--- src/rtl/riscv_decode_operand_stage.sv ---
// rtl/riscv_decode_operand_stage.sv - RV32I decode stage producing registered control flags, ALU opcode and operands
module riscv_decode_operand_stage #(
  parameter int              XLEN     = 32,
  parameter logic [XLEN-1:0] RESET_PC = '0
) (
  input  logic            clk,
  input  logic            reset,
  input  logic            in_valid,
  input  logic [31:0]     instr,
  input  logic [XLEN-1:0] pc,
  input  logic [XLEN-1:0] rs1_data,
  input  logic [XLEN-1:0] rs2_data,
  output logic            out_valid,
  output logic [3:0]      alu_op,
  output logic [XLEN-1:0] a_data,
  output logic [XLEN-1:0] b_data,
  output logic [4:0]      rs1_addr,
  output logic [4:0]      rs2_addr,
  output logic [4:0]      rd_addr,
  output logic            should_read_mem,
  output logic            should_write_mem,
  output logic            should_write_reg,
  output logic            should_branch,
  output logic            should_jump,
  output logic            branch_negate,
  output logic [XLEN-1:0] branch_offset,
  output logic [XLEN-1:0] jump_offset,
  output logic [XLEN-1:0] link_addr,
  output logic [XLEN-1:0] out_pc,
  output logic [2:0]      mem_funct3,
  output logic            illegal
);

  localparam logic [3:0] ALU_ADD  = 4'b0000;
  localparam logic [3:0] ALU_SUB  = 4'b0001;
  localparam logic [3:0] ALU_SLL  = 4'b0100;
  localparam logic [3:0] ALU_SRL  = 4'b0110;
  localparam logic [3:0] ALU_SRA  = 4'b0111;
  localparam logic [3:0] ALU_AND  = 4'b1001;
  localparam logic [3:0] ALU_OR   = 4'b1010;
  localparam logic [3:0] ALU_XOR  = 4'b1011;
  localparam logic [3:0] ALU_SLTU = 4'b1100;
  localparam logic [3:0] ALU_SLT  = 4'b1101;

  localparam logic [4:0] OPC_LOAD   = 5'h00;
  localparam logic [4:0] OPC_FENCE  = 5'h03;
  localparam logic [4:0] OPC_OPIMM  = 5'h04;
  localparam logic [4:0] OPC_AUIPC  = 5'h05;
  localparam logic [4:0] OPC_STORE  = 5'h08;
  localparam logic [4:0] OPC_OP     = 5'h0c;
  localparam logic [4:0] OPC_LUI    = 5'h0d;
  localparam logic [4:0] OPC_BRANCH = 5'h18;
  localparam logic [4:0] OPC_JALR   = 5'h19;
  localparam logic [4:0] OPC_JAL    = 5'h1b;

  logic [2:0]      funct3;
  logic            alt;
  logic [XLEN-1:0] imm_i, imm_s, imm_u, imm_b, imm_j, shamt;
  logic [3:0]      d_alu_op;
  logic [XLEN-1:0] d_a, d_b;
  logic            d_read_mem, d_write_mem, d_write_reg, d_branch, d_jump;
  logic            d_negate, d_illegal;
  logic            unused_opcode_low;

  // opcode[1:0] carries no information for this decoder
  assign unused_opcode_low = ^instr[1:0];

  assign funct3 = instr[14:12];
  assign alt    = instr[30];
  assign imm_i  = {{20{instr[31]}}, instr[31:20]};
  assign imm_s  = {{20{instr[31]}}, instr[31:25], instr[11:7]};
  assign imm_u  = {instr[31:12], 12'b0};
  assign imm_b  = {{19{instr[31]}}, instr[31], instr[7], instr[30:25], instr[11:8], 1'b0};
  assign imm_j  = {{11{instr[31]}}, instr[31], instr[19:12], instr[20], instr[30:21], 1'b0};
  assign shamt  = {27'b0, instr[24:20]};

  // funct3 -> ALU op shared by op-imm and op; only register ops use bit 30 to select sub
  function automatic logic [3:0] arith_op(input logic [2:0] f3, input logic sel_alt, input logic is_reg);
    logic [3:0] op;
    op = ALU_ADD;
    case (f3)
      3'b000: op = (is_reg && sel_alt) ? ALU_SUB : ALU_ADD;
      3'b001: op = ALU_SLL;
      3'b010: op = ALU_SLT;
      3'b011: op = ALU_SLTU;
      3'b100: op = ALU_XOR;
      3'b101: op = sel_alt ? ALU_SRA : ALU_SRL;
      3'b110: op = ALU_OR;
      3'b111: op = ALU_AND;
      default: op = ALU_ADD;
    endcase
    return op;
  endfunction

  // combinational decode of the instruction presented this cycle
  always_comb begin
    d_alu_op    = ALU_ADD;
    d_a         = '0;
    d_b         = '0;
    d_read_mem  = 1'b0;
    d_write_mem = 1'b0;
    d_write_reg = 1'b0;
    d_branch    = 1'b0;
    d_jump      = 1'b0;
    d_negate    = 1'b0;
    d_illegal   = 1'b0;
    case (instr[6:2])
      OPC_LOAD: begin
        d_a = rs1_data; d_b = imm_i; d_read_mem = 1'b1; d_write_reg = 1'b1;
      end
      OPC_FENCE: begin
        d_a = rs1_data; d_b = imm_i;
      end
      OPC_OPIMM: begin
        d_alu_op    = arith_op(funct3, alt, 1'b0);
        d_a         = rs1_data;
        d_b         = (funct3 == 3'b001 || funct3 == 3'b101) ? shamt : imm_i;
        d_write_reg = 1'b1;
      end
      OPC_AUIPC: begin
        d_a = pc; d_b = imm_u; d_write_reg = 1'b1;
      end
      OPC_STORE: begin
        d_a = rs1_data; d_b = imm_s; d_write_mem = 1'b1;
      end
      OPC_OP: begin
        d_alu_op    = arith_op(funct3, alt, 1'b1);
        d_a         = rs1_data;
        d_b         = rs2_data;
        d_write_reg = 1'b1;
      end
      OPC_LUI: begin
        d_b = imm_u; d_write_reg = 1'b1;
      end
      OPC_BRANCH: begin
        // 010/011 are not branches; they fall out as illegal with zero operands
        if (funct3 == 3'b010 || funct3 == 3'b011) begin
          d_illegal = 1'b1;
        end else begin
          d_a      = rs1_data;
          d_b      = rs2_data;
          d_branch = 1'b1;
          case (funct3[2:1])
            2'b00:   d_alu_op = ALU_SUB;
            2'b10:   d_alu_op = ALU_SLT;
            default: d_alu_op = ALU_SLTU;
          endcase
          // eq compares via sub (taken on zero); lt variants are taken on a nonzero compare
          d_negate = funct3[2] ? ~funct3[0] : funct3[0];
        end
      end
      OPC_JALR: begin
        d_a = rs1_data; d_b = imm_i; d_jump = 1'b1; d_write_reg = 1'b1;
      end
      OPC_JAL: begin
        d_a = pc; d_b = imm_j; d_jump = 1'b1; d_write_reg = 1'b1;
      end
      default: d_illegal = 1'b1;
    endcase
  end

  // output register: capture on in_valid, otherwise drop valid and control flags and hold the rest
  always_ff @(posedge clk or negedge reset) begin
    if (!reset) begin
      out_valid        <= 1'b0;
      alu_op           <= ALU_ADD;
      a_data           <= '0;
      b_data           <= '0;
      rs1_addr         <= '0;
      rs2_addr         <= '0;
      rd_addr          <= '0;
      should_read_mem  <= 1'b0;
      should_write_mem <= 1'b0;
      should_write_reg <= 1'b0;
      should_branch    <= 1'b0;
      should_jump      <= 1'b0;
      branch_negate    <= 1'b0;
      branch_offset    <= '0;
      jump_offset      <= '0;
      link_addr        <= '0;
      out_pc           <= RESET_PC;
      mem_funct3       <= '0;
      illegal          <= 1'b0;
    end else if (in_valid) begin
      out_valid        <= 1'b1;
      alu_op           <= d_alu_op;
      a_data           <= d_a;
      b_data           <= d_b;
      rs1_addr         <= instr[19:15];
      rs2_addr         <= instr[24:20];
      rd_addr          <= instr[11:7];
      should_read_mem  <= d_read_mem;
      should_write_mem <= d_write_mem;
      should_write_reg <= d_write_reg;
      should_branch    <= d_branch;
      should_jump      <= d_jump;
      branch_negate    <= d_negate;
      branch_offset    <= imm_b;
      jump_offset      <= imm_j;
      link_addr        <= pc + 32'd4;
      out_pc           <= pc;
      mem_funct3       <= funct3;
      illegal          <= d_illegal;
    end else begin
      out_valid        <= 1'b0;
      should_read_mem  <= 1'b0;
      should_write_mem <= 1'b0;
      should_write_reg <= 1'b0;
      should_branch    <= 1'b0;
      should_jump      <= 1'b0;
    end
  end

endmodule

--- config.mk ---
export PLATFORM = sky130hd
export DESIGN_NAME = riscv_decode_operand_stage
export DESIGN_NICKNAME = d
export VERILOG_FILES = /design/src/rtl/riscv_decode_operand_stage.sv
export SDC_FILE = /design/constraint.sdc
export NUM_CORES = 1
export LEC_CHECK = 0
export ABC_AREA = 1
export BUFFER_PORTS_ARGS = -buffer_cell sky130_fd_sc_hd__buf_4
export CORE_MARGIN = 4
export CORE_UTILIZATION = 27
export CTS_CLUSTER_DIAMETER = 30
export CTS_CLUSTER_SIZE = 8
export DETAILED_ROUTE_END_ITERATION = 8
export PLACE_DENSITY = 0.59
export SYNTH_ARGS = -nofsm -noshare
export SYNTH_HDL_FRONTEND = slang
export SYNTH_SLANG_ARGS = --single-unit
--- constraint.sdc ---
create_clock -name clk -period 1.4 [get_ports clk]
set_clock_uncertainty 0.05 [all_clocks]
set_input_delay 0.14 -clock clk [delete_from_list [all_inputs] [get_ports clk]]
set_output_delay 0.14 -clock clk [all_outputs]
set_load 0.01 [all_outputs]
== Word level (Yosys, flattened, before mapping) ==
Index checks and enable logic that the tools add are counted.

* Output and inout port bits: 222
* Logic and storage cells: 79
* Flip-flop bits (word level): 190

* Equality and inequality tests: 17
* Add/sub/neg operators: 1
* Reductions and logical operators: 12
* Muxes and demuxes: 29
* Bitwise operators: 1

{| class="wikitable"
|+ Operator list
! operator !! number
|-
| one-hot mux 32 bit (7 select lines) || 1
|-
| 2-to-1 mux 32 bit || 3
|-
| one-hot mux 32 bit (3 select lines) || 1
|-
| one-hot mux 4 bit (8 select lines) || 2
|-
| adder 32 x 3 -> 32 bit (second input constant) || 1
|-
| 2-to-1 mux 1 bit || 18
|-
| == test 5 x 4 -> 1 bit (second input constant) || 3
|-
| == test 5 bit (second input constant) || 3
|-
| == test 3 bit (second input constant) || 4
|-
| one-hot mux 4 bit (3 select lines) || 1
|-
| == test 5 x 3 -> 1 bit (second input constant) || 2
|-
| OR reduction 9 bit || 1
|-
| one-hot mux 4 bit (2 select lines) || 1
|-
| OR reduction 7 bit || 1
|-
| == test 3 x 2 -> 1 bit (second input constant) || 2
|-
| OR reduction 2 bit || 3
|-
| OR reduction 6 bit || 1
|-
| == test 5 x 2 -> 1 bit (second input constant) || 1
|-
| logical NOT 5 bit || 1
|-
| 2-to-1 mux 4 bit || 1
|-
| == test 3 x 1 -> 1 bit (second input constant) || 1
|-
| logical NOT 3 bit || 1
|-
| OR reduction 3 bit || 1
|-
| == test 2 bit (second input constant) || 1
|-
| 4 further kinds || 5
|}

== Logic depth before layout (Yosys ltp) ==
Gate-level depths: netlist of the first run.

* Word-level depth: 5
* Gate-level depth with buffers: 11

== Worst setup path after synthesis of the first run ==
OpenSTA, ideal clock, no wires.

* Kind: input -> register
* Start: input pc[2]
* End: register link_addr[30]
* Arrival: 1.126 ns
* Cell stages on the path: 10
* Slack: 0.100 ns
* Data required time: 1.226 ns
* Path through: ha_1 nand2_1 nor2_1 nand2_1 nor2_2 nand2_1 nor2_1 nand2_1 nand2_1 nand3_1

* Longest elaborated chain between the ends: 1

{| class="wikitable"
|+ Ends and longest elaborated chain
! element !! line !! source
|-
| from (decl) || 10 || <nowiki>input logic [XLEN-1:0] pc,</nowiki>
|-
| adder 32 x 3 -> 32 bit || 200 || <nowiki>link_addr <= pc + 32'd4;</nowiki>
|-
| to (signal assigned) || 200 ||
|-
| to (decl) || 28 || <nowiki>output logic [XLEN-1:0] link_addr,</nowiki>
|}

Every way passes these cells.
A chain may end at the register's enable or synchronous reset.

== Worst setup path in the final report of the first run ==
* Start: input pc[16]
* End: register link_addr[27]

The elaborated chain is that of the path after synthesis.

==> impl_metrics.env, run 1 <==
export IMPL_ff2ff_setup_slack_ps=460
export IMPL_path_max_fanout=4
export IMPL_nets=1863
export IMPL_numCtsBuffers=17
export IMPL_wirelength_microns=37600
export IMPL_worst_ep_required_time_ps=1670
export IMPL_gp_congestion=0.918
export IMPL_grt_pass1_vias=9665
export IMPL_ys_types=37
export IMPL_violations="setup timing"
export IMPL_row_count=67
export IMPL_drv_cap=0
export IMPL_path_class="in -> reg"
export IMPL_r2r_end="jump_offset[20]$_DFFE_PN0P_"
export IMPL_critPathMaxStageDelay_ps=530
export IMPL_htreeDepth=4
export IMPL_crit_start="pc[16]"
export IMPL_rsz0062_at_grt="yes"
export IMPL_end_kind="flop"
export IMPL_min_path_type="in -> reg"
export IMPL_layout_drive_gt1_share_pct=30.3
export IMPL_ant_nets=0
export IMPL_place_ws_ps=-152
export IMPL_ctsLongestPathBuffers=2
export IMPL_grt_max_degree=48
export IMPL_avgSynthCellArea_sq_um=7.13
export IMPL_yosysMostFrequentCell="nand2_1"
export IMPL_status="finished with violations"
export IMPL_yosys_warnings=0
export IMPL_grt_ovfl_total=0
export IMPL_dp_cells=2058
export IMPL_synth_seq_cells=163
export IMPL_multiInputGateArea_sq_um=4130
export IMPL_hold_slack_ps=19.8
export IMPL_path_buf_inv=3
export IMPL_coreArea_sq_um=33600
export IMPL_die_w_microns=193
export IMPL_fin_cells=2193
export IMPL_fin_util_pct=42.3
export IMPL_worstHoldStart="instr[24]"
export IMPL_clockRootBuffer="clkbuf_16"
export IMPL_seqPwrFrac_pct=40.0
export IMPL_crit_arrival_ps=1700
export IMPL_power_w=0.0134
export IMPL_vdd_drop_max_v=0.000895
export IMPL_netSwitchingFraction_pct=31.2
export IMPL_hold_viol_final=0
export IMPL_regArea_sq_um=4080
export IMPL_dr_pass1_iters=5
export IMPL_clkPwrFrac_pct=35.6
export IMPL_setup_slack_ps=-29.2
export IMPL_synth_edf_count=0
export IMPL_drv_slew=0
export IMPL_area_growth_pct=54.6
export IMPL_period_needed_ps=1430
export IMPL_r2r_start="jump_offset[20]$_DFFE_PN0P_"
export IMPL_die_h_microns=193
export IMPL_synthTopCellsByArea="dfrtp_1 44%, nand2_1 21%, nand3_1 8.1%"
export IMPL_yosys_area_top_type="dfrtp_1"
export IMPL_synth_common_cells="508 x nand2_1, 163 x dfrtp_1, 149 x nand3_1"
export IMPL_io_pins=353
export IMPL_yosysTopAreaCellShare_pct=44.3
export IMPL_power_density_nw_per_um2=943
export IMPL_vias=10200
export IMPL_async_reset_ff_share_pct=100
export IMPL_wl_per_cell_microns=17.1
export IMPL_whs_endpoint="jump_offset[4]$_DFFE_PN0P_"
export IMPL_p_comb_share_pct=24.3
export IMPL_grt_pass1_wl_microns=56600
export IMPL_antenna_found_initial=2
export IMPL_p_int_w=0.00924
export IMPL_crit_family="simple AND/OR/NAND/NOR gates"
export IMPL_post_dp_hpwl_microns=28400
export IMPL_die_area_sq_um=37100
export IMPL_vias_per_cell=4.64
export IMPL_drt_iter0_drc=717
export IMPL_p_sw_w=0.00419
export IMPL_clk_latency_ps=450
export IMPL_yosysSeqAreaShare_pct=44.3
export IMPL_cts_tree="yes"
export IMPL_rr_worst_depth=3
export IMPL_max_freq_mhz=700
export IMPL_crit_path_frequent_cell="nand3_1"
export IMPL_synth_flop_cell="dfrtp_1"
export IMPL_hold_depth=3
export IMPL_drc=0
export IMPL_mappedNetlistArea_sq_um=9200
export IMPL_clkTransAtPathRegs_ps=70
export IMPL_cts_sinks=163
export IMPL_start_util_pct=27.4
export IMPL_start_kind="input port"
export IMPL_period_share_pct=102
export IMPL_crit_slowest_cell="dlygate4sd3_1"
export IMPL_fillers=3343
export IMPL_syn_inst=1291
export IMPL_cp_cell_sequence="dlygate4sd3_1 > buf_4 > inv_1 > nor3_1 > nand2_1 > nor2_2 > nand3_1 > nand3_1 > nand3_1"
export IMPL_reg_largest_list="a_data x32, b_data x32, link_addr x32"
export IMPL_port_buffers=348
export IMPL_power_leakage_nw=7.63
export IMPL_setup_viol=34
export IMPL_grt_use_total_pct=19.7
kinds of logic (layout without fill, tap and decap cells):
| family | after synthesis | count (layout) | synth area share (%) |
|---|---|---|---|
| adder cells (fa/ha/maj) | 1 | 1 | 0.136 |
| flip-flops | 163 | 163 | 44.3 |
| AO/OA/AOI/OAI | 98 | 98 | 6.14 |
| XOR/XNOR | 3 | 3 | 0.286 |
| AND/OR/NAND/NOR | 829 | 829 | 38.0 |
| other | 1 | 3 | 0.0407 |
| buffers and inverters | 196 | 648 | 11.1 |
power by group through the flow:
stage	clock network, W	logic, W	registers (W)
final	0.00478	0.00327	0.00537
after global routing	0.00511	0.00356	0.00542
after CTS	0.00491	0.00323	0.00540
after detailed placement	0	0.00300	0.00547
after global placement	0	0.00300	0.00546
after floorplan	0	0.00112	0.00560
worst register-to-register path, delay by kind of cell, from the launching register on:
kind	cells	cell delay, ps
buffers and inverters	1	160
flip-flops	1	500
AO/OA/AOI/OAI	1	60
AND/OR/NAND/NOR	1	60
layer usage:
metal / vias to the layer above / GRT usage [%] / share of wire (%)
met5: - / 0 / 0.029
met4: 2 / 6.50 / 3.1
met3: 65 / 4.29 / 7.5
met2: 421 / 31.3 / 46
met1: 4778 / 26.6 / 43
li1: 4907 / - / -
through the flow:
step,setup TNS [ps],area (sq um)
floorplan,0,9210
global placement,-1060,12600
detailed placement,-1800,12600
CTS,-1960,14100
global route,-2200,14200
finish,-747,14200
how the worst max path moves through the flow:
stage                                      to  slack (ps)  cells after the start
floorplan           link_addr[30]$_DFFE_PN0P_         100                     10
CTS                           jump_offset[24]         -60                      1
global route        link_addr[27]$_DFFE_PN0P_         -70                      9
finish              link_addr[27]$_DFFE_PN0P_         -30                      9
detailed placement  link_addr[29]$_DFFE_PN0P_        -150                      9
global placement    link_addr[29]$_DFFE_PN0P_        -140                      9
cells in the final DEF, fill, tap and decap left out, types with 5 or more instances in the layout:
cell type      synthesis  layout
o21ai_0               36      36
dlygate4sd3_1          0      98
nor2_1               112     109
inv_6                  0       5
nor3_1                 8       7
nand3_1              149     149
buf_12                 0      19
clkbuf_16              0      18
nand2_2               18      18
buf_4                 66     420
nand2_1              508     508
inv_2                  7       8
nand4_1               12      12
inv_1                 66      64
a21oi_1               33      33
o211ai_1              12      12
dfrtp_1              163     162
nor2_2                 5       7
layout make-up:
cell class / count / share of cell area, %
inverters: 73 / 1.96
diodes: 1 / 0.0176
flip-flops and latches: 163 / 28.7
clock inverters: 14 / 1.02
repair buffers: 543 / 32.3
well taps: 448 / 3.94
multi-input cells: 933 / 29.0
clock buffers: 18 / 3.09
what timing repair did:
item,in CTS,in global routing
hold endpoints to repair,273,0
setup buffers,0,3
pin swaps,0,1
gates cloned,0,1
hold buffers,98,0
gates resized for setup,2,10
setup endpoints to repair,32,43
No activity file was read; power rests on OpenSTA's default activity.
==> run 2: changes to the inputs <==
BUFFER_PORTS_ARGS = not set   (was -buffer_cell sky130_fd_sc_hd__buf_4)
DONT_BUFFER_PORTS = 1   (was not set)
PLACE_DENSITY = 0.5   (was 0.59)
==> impl_metrics.env, run 2 (same netlist as run 1, synthesis figures left out) <==
export IMPL_fillers=3424
export IMPL_p_sw_w=0.00379
export IMPL_ant_nets=0
export IMPL_p_comb_share_pct=14.4
export IMPL_die_area_sq_um=37100
export IMPL_slew_headroom_pct=57.3
export IMPL_hold_viol_final=169
export IMPL_setup_slack_ps=-10.7
export IMPL_power_density_nw_per_um2=992
export IMPL_rr_worst_depth=3
export IMPL_antenna_found_initial=1
export IMPL_layout_common_cells="497 x nand2_1, 166 x dlygate4sd3_1, 161 x dfrtp_1, 143 x nand3_1, 103 x nor2_1"
export IMPL_vdd_drop_max_v=0.000903
export IMPL_path_buf_inv=1
export IMPL_fin_cells=1916
export IMPL_io_pins=353
export IMPL_max_freq_mhz=709
export IMPL_hold_slack_ps=-659
export IMPL_drv_slew=0
export IMPL_worst_ep_required_time_ps=1210
export IMPL_netSwitchingFraction_pct=30.1
export IMPL_grt_ovfl_total=0
export IMPL_vias_per_cell=4.97
export IMPL_drv_cap=0
export IMPL_min_path_type="in -> async"
export IMPL_layout_drive_gt1_share_pct=13.4
export IMPL_wl_per_cell_microns=20.6
export IMPL_rsz0062_at_grt="yes"
export IMPL_crit_family="flip-flops"
export IMPL_dp_cells=1663
export IMPL_cts_sinks=163
export IMPL_drt_iter0_drc=718
export IMPL_critPathMaxStageDelay_ps=440
export IMPL_grt_pass1_vias=9182
export IMPL_dr_pass1_iters=5
export IMPL_place_ws_ps=-108
export IMPL_period_needed_ps=1410
export IMPL_fin_util_pct=37.8
export IMPL_grt_pass1_wl_microns=57300
export IMPL_drc=0
export IMPL_ff2ff_setup_slack_ps=80
export IMPL_vias=9526
export IMPL_clkTransAtPathRegs_ps=70
export IMPL_final_common_cell="nand2_1"
export IMPL_end_kind="output port"
export IMPL_die_h_microns=193
export IMPL_cts_tree="yes"
export IMPL_clockRootBuffer="clkbuf_16"
export IMPL_r2r_start="alu_op[3]$_DFFE_PN0P_"
export IMPL_port_buffers=0
export IMPL_area_growth_pct=37.9
export IMPL_status="finished with violations"
export IMPL_cp_cell_sequence="buf_16"
export IMPL_row_count=67
export IMPL_die_w_microns=193
export IMPL_crit_slowest_cell="dfrtp_4"
export IMPL_path_class="reg -> out"
export IMPL_coreArea_sq_um=33600
export IMPL_start_util_pct=27.4
export IMPL_power_leakage_nw=6.31
export IMPL_reg_largest_list="a_data x32, b_data x32, link_addr x32"
export IMPL_clk_latency_ps=440
export IMPL_violations="hold timing, setup timing"
export IMPL_p_int_w=0.00880
export IMPL_tightest_slew_ps=638
export IMPL_nets=1586
export IMPL_crit_arrival_ps=1220
export IMPL_setup_viol=32
export IMPL_grt_use_total_pct=20.1
export IMPL_ctsLongestPathBuffers=2
export IMPL_htreeDepth=4
export IMPL_clkPwrFrac_pct=40.1
export IMPL_r2r_end="alu_op[3]$_DFFE_PN0P_"
export IMPL_seqPwrFrac_pct=45.4
export IMPL_numCtsBuffers=17
export IMPL_start_kind="flop"
export IMPL_post_dp_hpwl_microns=25100
export IMPL_grt_max_degree=164
export IMPL_wirelength_microns=39400
export IMPL_path_max_fanout=32
export IMPL_period_share_pct=101
export IMPL_gp_congestion=0.869
[run 2: changes by cell type in the layout (fill, tap and decap cells not counted), sizes merged]
cell	delta
clkbuf	+5
dlymetal6s4s	+22
inv	-5
bufinv	+2
dlygate4sd3	+68
buf	-369
[run 2: routing by layer]
metal  GRT usage (%)  up-vias  share of wire (%)
met2            31.0      436                 46
li1                -     4366                  -
met4            6.88        0                3.4
met3            5.68       86                8.0
met1            27.2     4638                 43
met5               0        -                  0
[run 2: metrics by stage]
step / setup TNS [ps] / total power (W) / instance area, sq um
after detailed placement: -232 / 0.00698 / 9550
after global routing: -2680 / 0.0131 / 12700
after floorplan: 0 / 0.00672 / 9210
after global placement: -176 / 0.00697 / 9550
final: -220 / 0.0126 / 12700
after CTS: -1040 / 0.0125 / 12100
[run 2: timing repair]
item	in CTS	in global routing
resized for setup	1	91
pin swaps	0	20
setup buffers	0	27
setup endpoints to repair	32	93
hold buffers	190	9
gates cloned	0	4
hold endpoints to repair	326	173
[run 2: power groups by stage]
stage | sequential [W] | combinational, W | clock, W
floorplan | 0.00560 | 0.00112 | 0
global placement | 0.00583 | 0.00114 | 0
detailed placement | 0.00582 | 0.00116 | 0
CTS | 0.00574 | 0.00165 | 0.00513
global route | 0.00579 | 0.00203 | 0.00532
finish | 0.00572 | 0.00182 | 0.00505
[run 2: how the worst max path moves through the flow]
stage / startpoint / to / slack [ps] / depth (start not counted)
after floorplan: pc[2] / link_addr[30]$_DFFE_PN0P_ / 100 / 10
final: jump_offset[20]$_DFFE_PN0P_ / jump_offset[21] / -10 / 1
after global routing: jump_offset[20]$_DFFE_PN0P_ / jump_offset[21] / -80 / 1
after CTS: jump_offset[20]$_DFFE_PN0P_ / jump_offset[21] / -30 / 1
after detailed placement: pc[2] / link_addr[30]$_DFFE_PN0P_ / -110 / 10
after global placement: pc[2] / link_addr[30]$_DFFE_PN0P_ / -110 / 10
[run 2: layout make-up]
class	instances	area, sq um	share of cell area [%]
Clock buffer	21	450	3.55
Sequential cell	163	4080	32.2
Clock inverter	11	153	1.20
Timing Repair Buffer	266	2850	22.5
Inverter	73	284	2.24
Multi-Input combinational cell	933	4310	33.9
Antenna cell	1	2.50	0.0197
Tap cell	448	561	4.42
